--- src/rtl/picosoc_timer_pkg.sv ---
// Shared constants, control-register layout and helpers for the PicoSoC timer.
package picosoc_timer_pkg;

    localparam int unsigned DATA_W = 32;
    localparam int unsigned STRB_W = DATA_W / 8;
    localparam int unsigned IDX_W  = 3;
    localparam int unsigned CTRL_W = 3;

    localparam logic [IDX_W-1:0] REG_CTRL   = 3'd0;
    localparam logic [IDX_W-1:0] REG_STATUS = 3'd1;
    localparam logic [IDX_W-1:0] REG_LOAD   = 3'd2;
    localparam logic [IDX_W-1:0] REG_COUNT  = 3'd3;
    localparam logic [IDX_W-1:0] REG_USEC   = 3'd4;
    localparam logic [IDX_W-1:0] REG_DIV    = 3'd5;

    localparam int unsigned CTRL_ENABLE_BIT    = 0;
    localparam int unsigned CTRL_PERIODIC_BIT  = 1;
    localparam int unsigned CTRL_IRQ_EN_BIT    = 2;
    localparam int unsigned STATUS_EXPIRED_BIT = 0;

    typedef struct packed {
        logic irq_en;
        logic periodic;
        logic enable;
    } timer_ctrl_t;

    // Prescaler terminal value: clock cycles per microsecond minus one.
    function automatic logic [DATA_W-1:0] calc_div(input int unsigned clock_hz);
        return DATA_W'(clock_hz / 1_000_000 - 1);
    endfunction

    // Merge new_val into old_val for every byte lane whose strobe is set.
    function automatic logic [DATA_W-1:0] apply_wstrb(input logic [DATA_W-1:0] old_val,
                                                      input logic [DATA_W-1:0] new_val,
                                                      input logic [STRB_W-1:0] strb);
        logic [DATA_W-1:0] res;
        res = old_val;
        for (int i = 0; i < int'(STRB_W); i++) begin
            if (strb[i]) res[8*i +: 8] = new_val[8*i +: 8];
        end
        return res;
    endfunction

endpackage

--- src/rtl/picosoc_timer_if.sv ---
// PicoSoC iomem valid/ready bus as seen by one memory-mapped responder.
interface picosoc_timer_if;
    import picosoc_timer_pkg::*;

    logic              iomem_valid;
    logic [STRB_W-1:0] iomem_wstrb;
    logic [DATA_W-1:0] iomem_addr;
    logic [DATA_W-1:0] iomem_wdata;
    logic [DATA_W-1:0] iomem_rdata;
    logic              iomem_ready;

    modport master (
        output iomem_valid, iomem_wstrb, iomem_addr, iomem_wdata,
        input  iomem_rdata, iomem_ready
    );

    modport slave (
        input  iomem_valid, iomem_wstrb, iomem_addr, iomem_wdata,
        output iomem_rdata, iomem_ready
    );
endinterface

--- src/rtl/picosoc_us_prescaler.sv ---
// Microsecond prescaler and free-running 32-bit microsecond counter.
module picosoc_us_prescaler
    import picosoc_timer_pkg::*;
#(
    parameter int unsigned CLOCK_SPEED_HZ = 50_000_000
) (
    input  logic              clk,
    input  logic              resetn,
    output logic              us_tick,
    output logic [DATA_W-1:0] usec
);

    localparam logic [DATA_W-1:0] DIV_VALUE = calc_div(CLOCK_SPEED_HZ);

    logic [DATA_W-1:0] presc_q;

    // us_tick is high exactly while the prescaler sits at its terminal value.
    always_ff @(posedge clk) begin
        if (!resetn) begin
            presc_q <= '0;
            us_tick <= 1'b0;
            usec    <= '0;
        end else begin
            presc_q <= (presc_q == DIV_VALUE) ? '0 : presc_q + DATA_W'(1);
            us_tick <= (presc_q == DIV_VALUE - DATA_W'(1));
            if (us_tick) usec <= usec + DATA_W'(1);
        end
    end

endmodule

--- src/rtl/picosoc_timer.sv ---
// iomem responder: countdown timer with sticky expiry interrupt plus USEC/DIV readback.
module picosoc_timer
    import picosoc_timer_pkg::*;
#(
    parameter int unsigned CLOCK_SPEED_HZ = 50_000_000
) (
    input  logic           clk,
    input  logic           resetn,
    picosoc_timer_if.slave bus,
    output logic           irq_o
);

    localparam logic [DATA_W-1:0] DIV_VALUE = calc_div(CLOCK_SPEED_HZ);

    localparam logic [0:0] ST_IDLE = 1'b0;
    localparam logic [0:0] ST_ACK  = 1'b1;

    logic [0:0]        state_q, state_next;
    logic              ready_q, ready_next;
    logic [DATA_W-1:0] rdata_q, rdata_next;
    logic              accept;

    timer_ctrl_t       ctrl_q, ctrl_next;
    logic              expired_q, expired_next;
    logic [DATA_W-1:0] load_q, load_next;
    logic [DATA_W-1:0] count_q, count_next;

    logic              us_tick;
    logic [DATA_W-1:0] usec;

    logic [IDX_W-1:0]  reg_idx;
    logic              wr_en;
    logic              byte0_wr;
    logic [DATA_W-1:0] rd_val;
    logic              unused_addr_bits;

    picosoc_us_prescaler #(
        .CLOCK_SPEED_HZ(CLOCK_SPEED_HZ)
    ) u_presc (
        .clk    (clk),
        .resetn (resetn),
        .us_tick(us_tick),
        .usec   (usec)
    );

    assign reg_idx          = bus.iomem_addr[4:2];
    assign wr_en            = accept && (bus.iomem_wstrb != '0);
    assign byte0_wr         = wr_en && bus.iomem_wstrb[0];
    assign unused_addr_bits = ^{bus.iomem_addr[DATA_W-1:5], bus.iomem_addr[1:0]};

    assign bus.iomem_ready = ready_q;
    assign bus.iomem_rdata = rdata_q;
    assign irq_o           = expired_q & ctrl_q.irq_en;

    // Register readback, always reflecting state before this cycle's write.
    always_comb begin
        rd_val = '0;
        case (reg_idx)
            REG_CTRL:   rd_val = DATA_W'(ctrl_q);
            REG_STATUS: rd_val = DATA_W'(expired_q);
            REG_LOAD:   rd_val = load_q;
            REG_COUNT:  rd_val = count_q;
            REG_USEC:   rd_val = usec;
            REG_DIV:    rd_val = DIV_VALUE;
            default:    rd_val = '0;
        endcase
    end

    // Bus FSM: accept in IDLE, pulse ready for one cycle in ACK.
    always_comb begin
        state_next = state_q;
        accept     = 1'b0;
        case (state_q)
            ST_IDLE: begin
                if (bus.iomem_valid) begin
                    accept     = 1'b1;
                    state_next = ST_ACK;
                end
            end
            ST_ACK:  state_next = ST_IDLE;
            default: state_next = ST_IDLE;
        endcase
        ready_next = (state_next == ST_ACK);
        rdata_next = accept ? rd_val : '0;
    end

    // Countdown first, then CPU writes so that the CPU wins on COUNT and CTRL.
    always_comb begin
        ctrl_next    = ctrl_q;
        expired_next = expired_q;
        load_next    = load_q;
        count_next   = count_q;

        if (wr_en && reg_idx == REG_STATUS && bus.iomem_wstrb[0]
            && bus.iomem_wdata[STATUS_EXPIRED_BIT]) begin
            expired_next = 1'b0;
        end

        if (us_tick && ctrl_q.enable) begin
            if (count_q != '0) begin
                count_next = count_q - DATA_W'(1);
            end else begin
                expired_next = 1'b1;
                if (ctrl_q.periodic) count_next = load_q;
                else                 ctrl_next.enable = 1'b0;
            end
        end

        if (byte0_wr && reg_idx == REG_CTRL) begin
            ctrl_next.enable   = bus.iomem_wdata[CTRL_ENABLE_BIT];
            ctrl_next.periodic = bus.iomem_wdata[CTRL_PERIODIC_BIT];
            ctrl_next.irq_en   = bus.iomem_wdata[CTRL_IRQ_EN_BIT];
        end
        if (wr_en && reg_idx == REG_LOAD) begin
            load_next = apply_wstrb(load_q, bus.iomem_wdata, bus.iomem_wstrb);
        end
        if (wr_en && reg_idx == REG_COUNT) begin
            count_next = apply_wstrb(count_q, bus.iomem_wdata, bus.iomem_wstrb);
        end
    end

    always_ff @(posedge clk) begin
        if (!resetn) begin
            state_q   <= ST_IDLE;
            ready_q   <= 1'b0;
            rdata_q   <= '0;
            ctrl_q    <= '0;
            expired_q <= 1'b0;
            load_q    <= '0;
            count_q   <= '0;
        end else begin
            state_q   <= state_next;
            ready_q   <= ready_next;
            rdata_q   <= rdata_next;
            ctrl_q    <= ctrl_next;
            expired_q <= expired_next;
            load_q    <= load_next;
            count_q   <= count_next;
        end
    end

endmodule

--- src/flat_wrapper.sv ---
// flat-port wrapper written by rule: the top's interface ports become plain ports
module picosoc_timer_flat import picosoc_timer_pkg::*;
#(
    parameter int unsigned CLOCK_SPEED_HZ = 50_000_000
)
  (clk, resetn, irq_o, bus_iomem_valid, bus_iomem_wstrb, bus_iomem_addr, bus_iomem_wdata, bus_iomem_rdata, bus_iomem_ready);
  picosoc_timer_if bus_i ();
  input  logic clk;
  input  logic resetn;
  output logic irq_o;
  input wire logic [$bits(bus_i.iomem_valid)-1:0] bus_iomem_valid;
  input wire logic [$bits(bus_i.iomem_wstrb)-1:0] bus_iomem_wstrb;
  input wire logic [$bits(bus_i.iomem_addr)-1:0] bus_iomem_addr;
  input wire logic [$bits(bus_i.iomem_wdata)-1:0] bus_iomem_wdata;
  output wire logic [$bits(bus_i.iomem_rdata)-1:0] bus_iomem_rdata;
  output wire logic [$bits(bus_i.iomem_ready)-1:0] bus_iomem_ready;
  assign bus_i.iomem_valid = bus_iomem_valid;
  assign bus_i.iomem_wstrb = bus_iomem_wstrb;
  assign bus_i.iomem_addr = bus_iomem_addr;
  assign bus_i.iomem_wdata = bus_iomem_wdata;
  assign bus_iomem_rdata = bus_i.iomem_rdata;
  assign bus_iomem_ready = bus_i.iomem_ready;
  picosoc_timer #(.CLOCK_SPEED_HZ(CLOCK_SPEED_HZ)) u_core (.clk(clk), .resetn(resetn), .bus(bus_i), .irq_o(irq_o));
endmodule
--- config.mk ---
export PLATFORM = sky130hd
export DESIGN_NAME = picosoc_timer_flat
export DESIGN_NICKNAME = d
export VERILOG_FILES = /design/src/rtl/picosoc_timer_pkg.sv /design/src/rtl/picosoc_timer_if.sv /design/src/rtl/picosoc_us_prescaler.sv /design/src/rtl/picosoc_timer.sv /design/src/flat_wrapper.sv
export SDC_FILE = /design/constraint.sdc
export NUM_CORES = 1
export LEC_CHECK = 0
export ABC_AREA = 1
export BUFFER_PORTS_ARGS = -buffer_cell sky130_fd_sc_hd__buf_4
export CORE_MARGIN = 8
export CORE_UTILIZATION = 55
export DETAILED_ROUTE_END_ITERATION = 10
export PLACE_DENSITY_LB_ADDON = 0.15
export SKIP_CTS_REPAIR_TIMING = 1
export SLEW_MARGIN = 20
export SYNTH_ARGS = -nofsm -noshare
export SYNTH_HDL_FRONTEND = slang
export SYNTH_SLANG_ARGS = --single-unit
--- constraint.sdc ---
create_clock -name clk -period 2.74 [get_ports clk]
set_input_delay 0 -clock clk [delete_from_list [all_inputs] [get_ports clk]]
set_output_delay 0 -clock clk [all_outputs]
set_load 0.005 [all_outputs]
==> results of run 1 <==
[metrics by stage]
step / setup WS (ns) / utilization
4_1_cts: 0.552 / 0.638
3_3_place_gp: 0.621 / 0.603
2_1_floorplan: 1.06 / -
6_report: 0.469 / 0.663
5_1_grt: 0.320 / 0.663
3_5_place_dp: 0.568 / 0.603
[routing by layer]
layer | wire length (microns) | part of all wire | up-vias | GRT usage
met5 | 0 | 0 | - | 0
met4 | 1130 | 0.038 | 0 | 0.129
met3 | 2690 | 0.090 | 76 | 0.0594
met1 | 12700 | 0.42 | 4417 | 0.375
li1 | - | - | 4816 | -
met2 | 13400 | 0.45 | 512 | 0.443
[worst min-delay path: stages]
cell,delay [ns]
sky130_fd_sc_hd__buf_4,0.13
sky130_fd_sc_hd__o21ai_0,0.09
sky130_fd_sc_hd__a31oi_1,0.16
[cells in the mapped netlist]
| cell type | instances |
|---|---|
| sky130_fd_sc_hd__and2_1 | 1 |
| sky130_fd_sc_hd__nand4_1 | 29 |
| sky130_fd_sc_hd__o221ai_1 | 3 |
| sky130_fd_sc_hd__or2_2 | 9 |
| sky130_fd_sc_hd__a21boi_0 | 1 |
| sky130_fd_sc_hd__a211oi_1 | 3 |
| sky130_fd_sc_hd__clkbuf_1 | 18 |
| sky130_fd_sc_hd__o21ai_1 | 3 |
| sky130_fd_sc_hd__xor2_1 | 26 |
| sky130_fd_sc_hd__o21ai_0 | 70 |
| sky130_fd_sc_hd__nor3b_1 | 7 |
| sky130_fd_sc_hd__inv_1 | 172 |
| sky130_fd_sc_hd__ha_1 | 6 |
| sky130_fd_sc_hd__nor3_4 | 1 |
| sky130_fd_sc_hd__nor2_2 | 8 |
| sky130_fd_sc_hd__a22oi_1 | 4 |
| sky130_fd_sc_hd__nor3_2 | 2 |
| sky130_fd_sc_hd__nand3b_1 | 1 |
| sky130_fd_sc_hd__buf_2 | 13 |
| sky130_fd_sc_hd__buf_6 | 4 |
| sky130_fd_sc_hd__xnor2_1 | 8 |
| sky130_fd_sc_hd__o211ai_2 | 1 |
| sky130_fd_sc_hd__nand2_2 | 5 |
| sky130_fd_sc_hd__a21oi_1 | 94 |
| sky130_fd_sc_hd__o21ai_2 | 1 |
| sky130_fd_sc_hd__nor4_1 | 6 |
| sky130_fd_sc_hd__buf_1 | 2 |
| sky130_fd_sc_hd__a221oi_1 | 4 |
| sky130_fd_sc_hd__clkinv_2 | 1 |
| sky130_fd_sc_hd__nor2_1 | 230 |
| sky130_fd_sc_hd__nor3_1 | 31 |
| sky130_fd_sc_hd__nand3_2 | 2 |
| sky130_fd_sc_hd__nand2_1 | 367 |
| sky130_fd_sc_hd__o22ai_1 | 22 |
| sky130_fd_sc_hd__a31oi_1 | 3 |
| sky130_fd_sc_hd__o21bai_1 | 2 |
| sky130_fd_sc_hd__or2_0 | 1 |
| sky130_fd_sc_hd__inv_2 | 5 |
| sky130_fd_sc_hd__nor2_4 | 3 |
| sky130_fd_sc_hd__dfxtp_1 | 166 |
| sky130_fd_sc_hd__clkinv_1 | 2 |
| sky130_fd_sc_hd__nand3_1 | 87 |
| sky130_fd_sc_hd__buf_4 | 3 |
[flip-flops by register name, indices dropped and copies added (netlist names), 3 cells and up]
register	count
u_core.bus.iomem_rdata	32
u_core.count_q	32
u_core.ctrl_q	3
u_core.load_q	32
u_core.u_presc.presc_q	32
u_core.u_presc.usec	32
[power groups by stage]
stage | sequential [uW] | clock [uW] | combinational (uW)
finish | 2460 | 2390 | 1160
detailed placement | 2510 | 0 | 1080
global placement | 2510 | 0 | 1070
global route | 2460 | 2510 | 1280
CTS | 2460 | 2410 | 1090
floorplan | 2510 | 0 | 779
[area by class of cell]
| class | instances | share of cell area |
|---|---|---|
| clock buffers | 18 | 0.0405 |
| clock inverters | 14 | 0.0129 |
| inverters | 180 | 0.0624 |
| multi-input cells | 1041 | 0.449 |
| flip-flops and latches | 166 | 0.306 |
| well taps | 220 | 0.0254 |
| repair buffers | 135 | 0.103 |
[worst paths after layout]
path | start | end | slack [ns] | cells past startpoint
worst max-delay path | u_core.count_q[0] | u_core.count_q[0] | 0.47 | 12
worst min-delay path | bus_iomem_addr[4] | u_core.bus.iomem_rdata[0] | -0.005 | 3
worst max register to register | u_core.count_q[0] | u_core.count_q[0] | 0.47 | 12
worst min register to register | u_core.load_q[29] | u_core.load_q[29] | 0.48 | 2
[cell families after synthesis]
group | after synthesis
buf+inv | 220
simple gates | 790
xor+xnor | 34
compound gates | 211
flops | 166
fa+ha+maj | 6
==> reports/qor.tcl, run 1 <==
set qor(run_status) {finished with violations}
set qor(failed_checks) {negative hold slack}
set qor(synth-seq-cells) 166
set qor(start_util) 0.555
set qor(die_w_microns) 144
set qor(antenna_found_initial) 0
set qor(post_dp_cell_area_sq_um) 9850
set qor(design.core.area_sq_um) 16300
set qor(port-buffer-count) 75
set qor(areaGrowthSynthToFinish_pct) 19.4
set qor(critical_path.most_common_cell) {sky130_fd_sc_hd__nand2_1}
set qor(yosys.area.top_type_share) 0.366
set qor(power_density_nw_per_um2) 554
set qor(mappedNetlistNets) 1504
set qor(timing.critical_path.cells) {inv_1 -> ha_1 -> nand2_1 -> nor2_2 -> nand2_1 -> nor2_4 -> nand2_2 -> nor2_2 -> nand2_1 -> nand3_1 -> nor2_1 -> nor2_1}
set qor(post_route_ant_nets) 0
set qor(final_hold_viol_count) 2
set qor(critical_path_arrival_ns) 2.64
set qor(multi_input_area_sq_um) 4870
set qor(tritoncts.num_buffers) 17
set qor(grt_max_degree) 41
set qor(power.share.combinational) 0.193
set qor(netlist_top_cells_area) {sky130_fd_sc_hd__dfxtp_1 37%, sky130_fd_sc_hd__nand2_1 15%, sky130_fd_sc_hd__nor2_1 9.5%, sky130_fd_sc_hd__inv_1 7.1%, sky130_fd_sc_hd__a21oi_1 5.2%}
set qor(area_used_by_sequential_logic_in_the_layout_sq_um) 3320
set qor(critPathBufInv) 1
set qor(yosysSeqAreaShare) 0.366
set qor(report.final.slew_viol_count) 0
set qor(timing.hold.worst.class) {input port to register}
set qor(numClockSinks) 166
set qor(synth.cell_area_sq_um) 9080
set qor(setup_violations) 0
set qor(core_rows) 47
set qor(critical_path_peak_fanout) 11
set qor(clock_skew_ns) 0.0103
set qor(combinational_family_with_the_most_area_after_synthesis) {simple AND/OR/NAND/NOR gates}
set qor(clock_power_share) 0.398
set qor(layout_cell_share_with_drive_strength_beyond_1) 0.106
set qor(vias) 9821
set qor(synth_compound_area_frac) 0.127
set qor(slew_headroom) 0.540
set qor(final_common_cell) {sky130_fd_sc_hd__nand2_1}
set qor(fin_worst_hold_slack_ns) -0.00491
set qor(drt_iter0_markers) 1111
set qor(syn_avg_cell_area_sq_um) 6.36
set qor(clock_path_buffers) 2
set qor(num-nets-final) 1618
set qor(synth-simple-area-share) 0.369
set qor(gr-total-overflow) 0
set qor(number_of_global_route_vias_before_repair) 8769
set qor(num-fill-cells) 1507
set qor(final_min_period_over_clock_period) 0.829
set qor(p_total_uw) 6010
set qor(dpl_wire_length_microns) 22000
set qor(totalWireLength_microns) 29900
set qor(finalSetupTns_ns) 0
set qor(finalCriticalPeriod_ns) 2.27
set qor(crit_required_ns) 3.11
set qor(avgRoutedWirePerCell_microns) 16.9
set qor(synthMuxAreaShare) 0
set qor(syn_inst) 1427
set qor(number_of_placed_cells_counting_well_taps) 1701
set qor(diodes) 0
set qor(clk_latency_ns) 0.44
set qor(timing.max_cap.violations) 0
set qor(via_per_inst) 5.54
set qor(tightestPinTransition_ns) 0.688
set qor(finalInstanceArea_sq_um) 10800
set qor(fp.dieH_microns) 144
set qor(fmaxAchievable_mhz) 440
set qor(global_route.usage.total) 0.286
set qor(sw_frac) 0.314
set qor(cpLargestDelayFamily) {simple AND/OR/NAND/NOR gates}
set qor(clock_pin_slew_worst_setup_and_hold_paths_ns) 0.07
set qor(finalNonFillerCells) 1774
set qor(synth.yosys.warnings) 0
set qor(total_leakage_power_uw) 0.00493
set qor(synth_top_cell_by_area) {sky130_fd_sc_hd__dfxtp_1}
set qor(power.share.sequential) 0.409
set qor(die_area_sq_um) 20900
set qor(switchingPower_uw) 1890
set qor(crit_slowest_cell) {sky130_fd_sc_hd__nor2_2}
set qor(clock_tree.htree_level_count) 4
set qor(design.portCount) 105
set qor(timing.critical_path.to_type) {register}
set qor(vdd_ir_drop_max_uv) 484
set qor(drc_violations_left) 0
set qor(mostFrequentLayoutCells) {367 x sky130_fd_sc_hd__nand2_1, 230 x sky130_fd_sc_hd__nor2_1, 172 x sky130_fd_sc_hd__inv_1}
set qor(cellInternalPower_uw) 4130
set qor(worstSetupPathType) {register to register}
set qor(drtPass1Iterations) 6
set qor(synthAdderAreaFrac) 0.00827
set qor(yosys.area_share.xor_xnor) 0.0328
set qor(cp_startpoint_kind) {register}
set qor(synth.lib_cells_used.distinct) 43
set qor(routabilityCongestion) 0.968
set qor(first_pass_grt_wire_length_microns) 46100
set qor(tritoncts) {yes}
set qor(rsz_0062_raised_after_global_routing) {false}
set qor(cts.root.buffer_cell) {sky130_fd_sc_hd__clkbuf_16}
set qor(delay_of_the_slowest_cell_on_the_worst_path_ns) 0.47
No activity file was read; power rests on OpenSTA's default activity.
==> run 2: changes to the inputs <==
ABC_AREA = 0   (was 1)
clock period = 2.26 ns   (was 2.74 ns; I/O delays follow)
==> reports/qor.tcl, run 2 <==
set qor(crit_slowest_cell) {sky130_fd_sc_hd__or4_4} ;# was sky130_fd_sc_hd__nor2_2
set qor(critical_path_peak_fanout) 8 ;# was 11
set qor(post_route_ant_nets) 0 ;# unchanged
set qor(vias) 8308 ;# was 9821
set qor(avgRoutedWirePerCell_microns) 17.5 ;# was 16.9 microns
set qor(report.final.slew_viol_count) 0 ;# unchanged
set qor(finalInstanceArea_sq_um) 10800 ;# about the same
set qor(clock_path_buffers) 2 ;# unchanged
set qor(post_dp_cell_area_sq_um) 9490 ;# was 9850 sq um
set qor(fmaxAchievable_mhz) 392 ;# was 440 MHz
set qor(design.core.area_sq_um) 14500 ;# was 16300 sq um
set qor(areaGrowthSynthToFinish_pct) 32.0 ;# was 19.4%
set qor(via_per_inst) 5.93 ;# was 5.54
set qor(slew_headroom) 0.572 ;# was 0.540
set qor(yosys.area.top_type_share) 0.407 ;# was 0.366
set qor(combinational_family_with_the_most_area_after_synthesis) {simple AND/OR/NAND/NOR gates} ;# unchanged
set qor(failed_checks) {negative hold slack, negative setup slack} ;# was negative hold slack
set qor(critical_path.most_common_cell) {sky130_fd_sc_hd__or4_4} ;# was sky130_fd_sc_hd__nand2_1
set qor(most_instantiated_flip_flop_cell_in_the_synthesis_netlist) {sky130_fd_sc_hd__dfxtp_1} ;# unchanged
set qor(crit_required_ns) 2.58 ;# was 3.11 ns
set qor(clock_pin_slew_worst_setup_and_hold_paths_ns) 0.06 ;# was 0.07 ns
set qor(syn_inst) 1025 ;# was 1427
set qor(synth_commonest_cells) {166 x sky130_fd_sc_hd__dfxtp_1, 157 x sky130_fd_sc_hd__nor2_1, 116 x sky130_fd_sc_hd__nand2_1} ;# was 367 x sky130_fd_sc_hd__nand2_1, 230 x sky130_fd_sc_hd__nor2_1, 172 x sky130_fd_sc_hd__inv_1
set qor(timing.hold.worst.class) {input port to register} ;# unchanged
set qor(grt_max_degree) 37 ;# was 41
set qor(final_hold_viol_count) 2 ;# unchanged
set qor(fp.dieH_microns) 138 ;# was 144 microns
set qor(run_status) {finished with violations} ;# unchanged
set qor(fin_worst_hold_slack_ns) -0.0447 ;# was -0.00491 ns
set qor(clock_tree.htree_level_count) 4 ;# unchanged
set qor(total_leakage_power_uw) 0.00420 ;# was 0.00493 uW
set qor(layout_cell_share_with_drive_strength_beyond_1) 0.208 ;# was 0.106
set qor(timing.max_cap.violations) 0 ;# unchanged
set qor(delay_of_the_slowest_cell_on_the_worst_path_ns) 0.53 ;# was 0.47 ns
set qor(cpLargestDelayFamily) {simple AND/OR/NAND/NOR gates} ;# unchanged
set qor(syn_avg_cell_area_sq_um) 7.97 ;# was 6.36 sq um
set qor(synth-simple-area-share) 0.273 ;# was 0.369
set qor(port-buffer-count) 75 ;# unchanged
set qor(design.portCount) 105 ;# unchanged
set qor(timing.critical_path.to_type) {register} ;# unchanged
set qor(cp_startpoint_kind) {register} ;# unchanged
set qor(mostFrequentLayoutCells) {169 x sky130_fd_sc_hd__buf_4, 164 x sky130_fd_sc_hd__dfxtp_1, 155 x sky130_fd_sc_hd__nor2_1} ;# was 367 x sky130_fd_sc_hd__nand2_1, 230 x sky130_fd_sc_hd__nor2_1, 172 x sky130_fd_sc_hd__inv_1
set qor(synth.cell_area_sq_um) 8170 ;# was 9080 sq um
set qor(synth.yosys.warnings) 0 ;# unchanged
set qor(core_rows) 44 ;# was 47
set qor(critPathBufInv) 0 ;# was 1
set qor(clk_latency_ns) 0.43 ;# was 0.44 ns
set qor(worstSetupPathType) {register to register} ;# unchanged
set qor(start_util) 0.562 ;# was 0.555
set qor(clock_skew_ns) 0.00552 ;# was 0.0103 ns
set qor(yosysSeqAreaShare) 0.407 ;# was 0.366
set qor(number_of_global_route_vias_before_repair) 7415 ;# was 8769
set qor(gr-total-overflow) 0 ;# unchanged
set qor(edff_count_synth) 0 ;# unchanged
set qor(area_used_by_sequential_logic_in_the_layout_sq_um) 3330 ;# was 3320 sq um
set qor(setup_violations) 33 ;# was 0
set qor(postSynth.asyncResetShare) 0 ;# unchanged
set qor(drt_iter0_markers) 808 ;# was 1111
set qor(synth_compound_area_frac) 0.150 ;# was 0.127
set qor(finalCriticalPeriod_ns) 2.55 ;# was 2.27 ns
set qor(finalSetupTns_ns) -5.09 ;# was 0 ns
set qor(diodes) 0 ;# unchanged
set qor(vdd_ir_drop_max_uv) 604 ;# was 484 uV
set qor(worst_slack_ns) -0.294 ;# was 0.469 ns
set qor(synth_most_common_cell) {sky130_fd_sc_hd__dfxtp_1} ;# was sky130_fd_sc_hd__nand2_1
set qor(netlist_top_cells_area) {sky130_fd_sc_hd__dfxtp_1 41%, sky130_fd_sc_hd__nor2_1 7.2%, sky130_fd_sc_hd__nand2_1 5.3%, sky130_fd_sc_hd__a21oi_1 4.8%, sky130_fd_sc_hd__xor2_1 4.5%} ;# was sky130_fd_sc_hd__dfxtp_1 37%, sky130_fd_sc_hd__nand2_1 15%, sky130_fd_sc_hd__nor2_1 9.5%, sky130_fd_sc_hd__inv_1 7.1%, sky130_fd_sc_hd__a21oi_1 5.2%
set qor(yosys.area_share.xor_xnor) 0.0751 ;# was 0.0328
set qor(num-fill-cells) 1100 ;# was 1507
set qor(die_w_microns) 138 ;# was 144 microns
set qor(numClockSinks) 166 ;# unchanged
set qor(synth.lib_cells_used.distinct) 63 ;# was 43
set qor(final_common_cell) {sky130_fd_sc_hd__buf_4} ;# was sky130_fd_sc_hd__nand2_1
set qor(antenna_found_initial) 0 ;# unchanged
set qor(global_route.usage.total) 0.252 ;# was 0.286
set qor(cts.root.buffer_cell) {sky130_fd_sc_hd__clkbuf_16} ;# unchanged
set qor(synthAdderAreaFrac) 0.00919 ;# was 0.00827
set qor(first_pass_grt_wire_length_microns) 38000 ;# was 46100 microns
set qor(dpl_wire_length_microns) 17100 ;# was 22000 microns
set qor(tritoncts) {yes} ;# unchanged
set qor(routabilityCongestion) 0.939 ;# was 0.968
set qor(synth_top_cell_by_area) {sky130_fd_sc_hd__dfxtp_1} ;# unchanged
set qor(power_density_nw_per_um2) 671 ;# was 554 nW/um^2
set qor(p_total_uw) 7230 ;# was 6010 uW
set qor(drtPass1Iterations) 5 ;# was 6
set qor(multi_input_area_sq_um) 4680 ;# was 4870 sq um
set qor(rsz_0062_raised_after_global_routing) {true} ;# was false
set qor(synth-seq-cells) 166 ;# unchanged
set qor(die_area_sq_um) 19000 ;# was 20900 sq um
set qor(timing.critical_path.cells) {or4_4 -> or3_4 -> or4_4 -> o21a_4 -> or2_4 -> o221a_1} ;# was inv_1 -> ha_1 -> nand2_1 -> nor2_2 -> nand2_1 -> nor2_4 -> nand2_2 -> nor2_2 -> nand2_1 -> nand3_1 -> nor2_1 -> nor2_1
set qor(tightestPinTransition_ns) 0.641 ;# was 0.688 ns
set qor(critical_path_arrival_ns) 2.88 ;# was 2.64 ns
set qor(num-nets-final) 1280 ;# was 1618
set qor(final_min_period_over_clock_period) 1.13 ;# was 0.829
set qor(mappedNetlistNets) 1102 ;# was 1504
set qor(drc_violations_left) 0 ;# unchanged
set qor(totalWireLength_microns) 24500 ;# was 29900 microns
set qor(synthMuxAreaShare) 0.0434 ;# was 0
set qor(tritoncts.num_buffers) 17 ;# unchanged
## run 2: changes by cell type in the layout (fill, tap and decap cells not counted), sizes merged, moves of 27 or more
cell   before  now
o21ai      74   28
nand2     372  116
buf        94  178
nor2      241  157
inv       184   21
nand3      89   62
mux2i       0   32
## run 2: kinds of logic (layout without fill, tap and decap cells)
family / Yosys count / in the layout
adders and majority gates: 6 / 6
buffers and inverters: 87 / 277
DFF: 166 / 166
muxes: 35 / 35
and+or+nand+nor: 469 / 469
xor gates and xnor gates: 70 / 70
AOI/OAI and AO/OA: 192 / 193
## run 2: metrics by stage
stage	utilization	instances	setup WS (ns)
after floorplan	-	1025	-0.441
after global placement	0.653	1316	-0.436
after detailed placement	0.653	1316	-0.447
after CTS	0.694	1348	-0.472
after global routing	0.742	1400	-0.353
final	0.742	1400	-0.294
## run 2: where the power goes
group	leakage, uW	switching, uW	internal [uW]	total [uW]
sequential	0.00134	22.0	2950	2970
combinational	0.00258	686	630	1320
clock	0.000281	1220	1730	2940
## run 2: worst reg2reg max path, delay by kind of cell, from the launching register on
kind	cells	cell delay, ns
flip-flops	1	0.32
AND/OR/NAND/NOR	4	1.67
AO/OA/AOI/OAI	2	0.47
## run 2: final timing paths
path | end | startpoint | cells after the start | slack (ns)
setup / recovery | u_core.count_q[2] | u_core.count_q[15] | 6 | -0.29
hold / removal | u_core.bus.iomem_rdata[0] | bus_iomem_addr[4] | 4 | -0.04
setup reg to reg | u_core.count_q[2] | u_core.count_q[15] | 6 | -0.29
hold reg to reg | u_core.load_q[22] | u_core.load_q[22] | 2 | 0.47
## run 2: per-layer routing
layer	share of wire	GRT usage	vias up	routed length [microns]
li1	-	-	3982	-
met1	0.43	0.327	3956	10600
met2	0.47	0.401	326	11600
met3	0.076	0.0565	44	1870
met4	0.018	0.0967	0	441
met5	0	0	-	0
## run 2: cell type report
cell class | instances | area share
clock buffers | 23 | 0.0443
clock inverters | 9 | 0.0109
inverters | 19 | 0.00662
multi-input cells | 773 | 0.434
flip-flops and latches | 166 | 0.309
well taps | 184 | 0.0214
repair buffers | 226 | 0.174
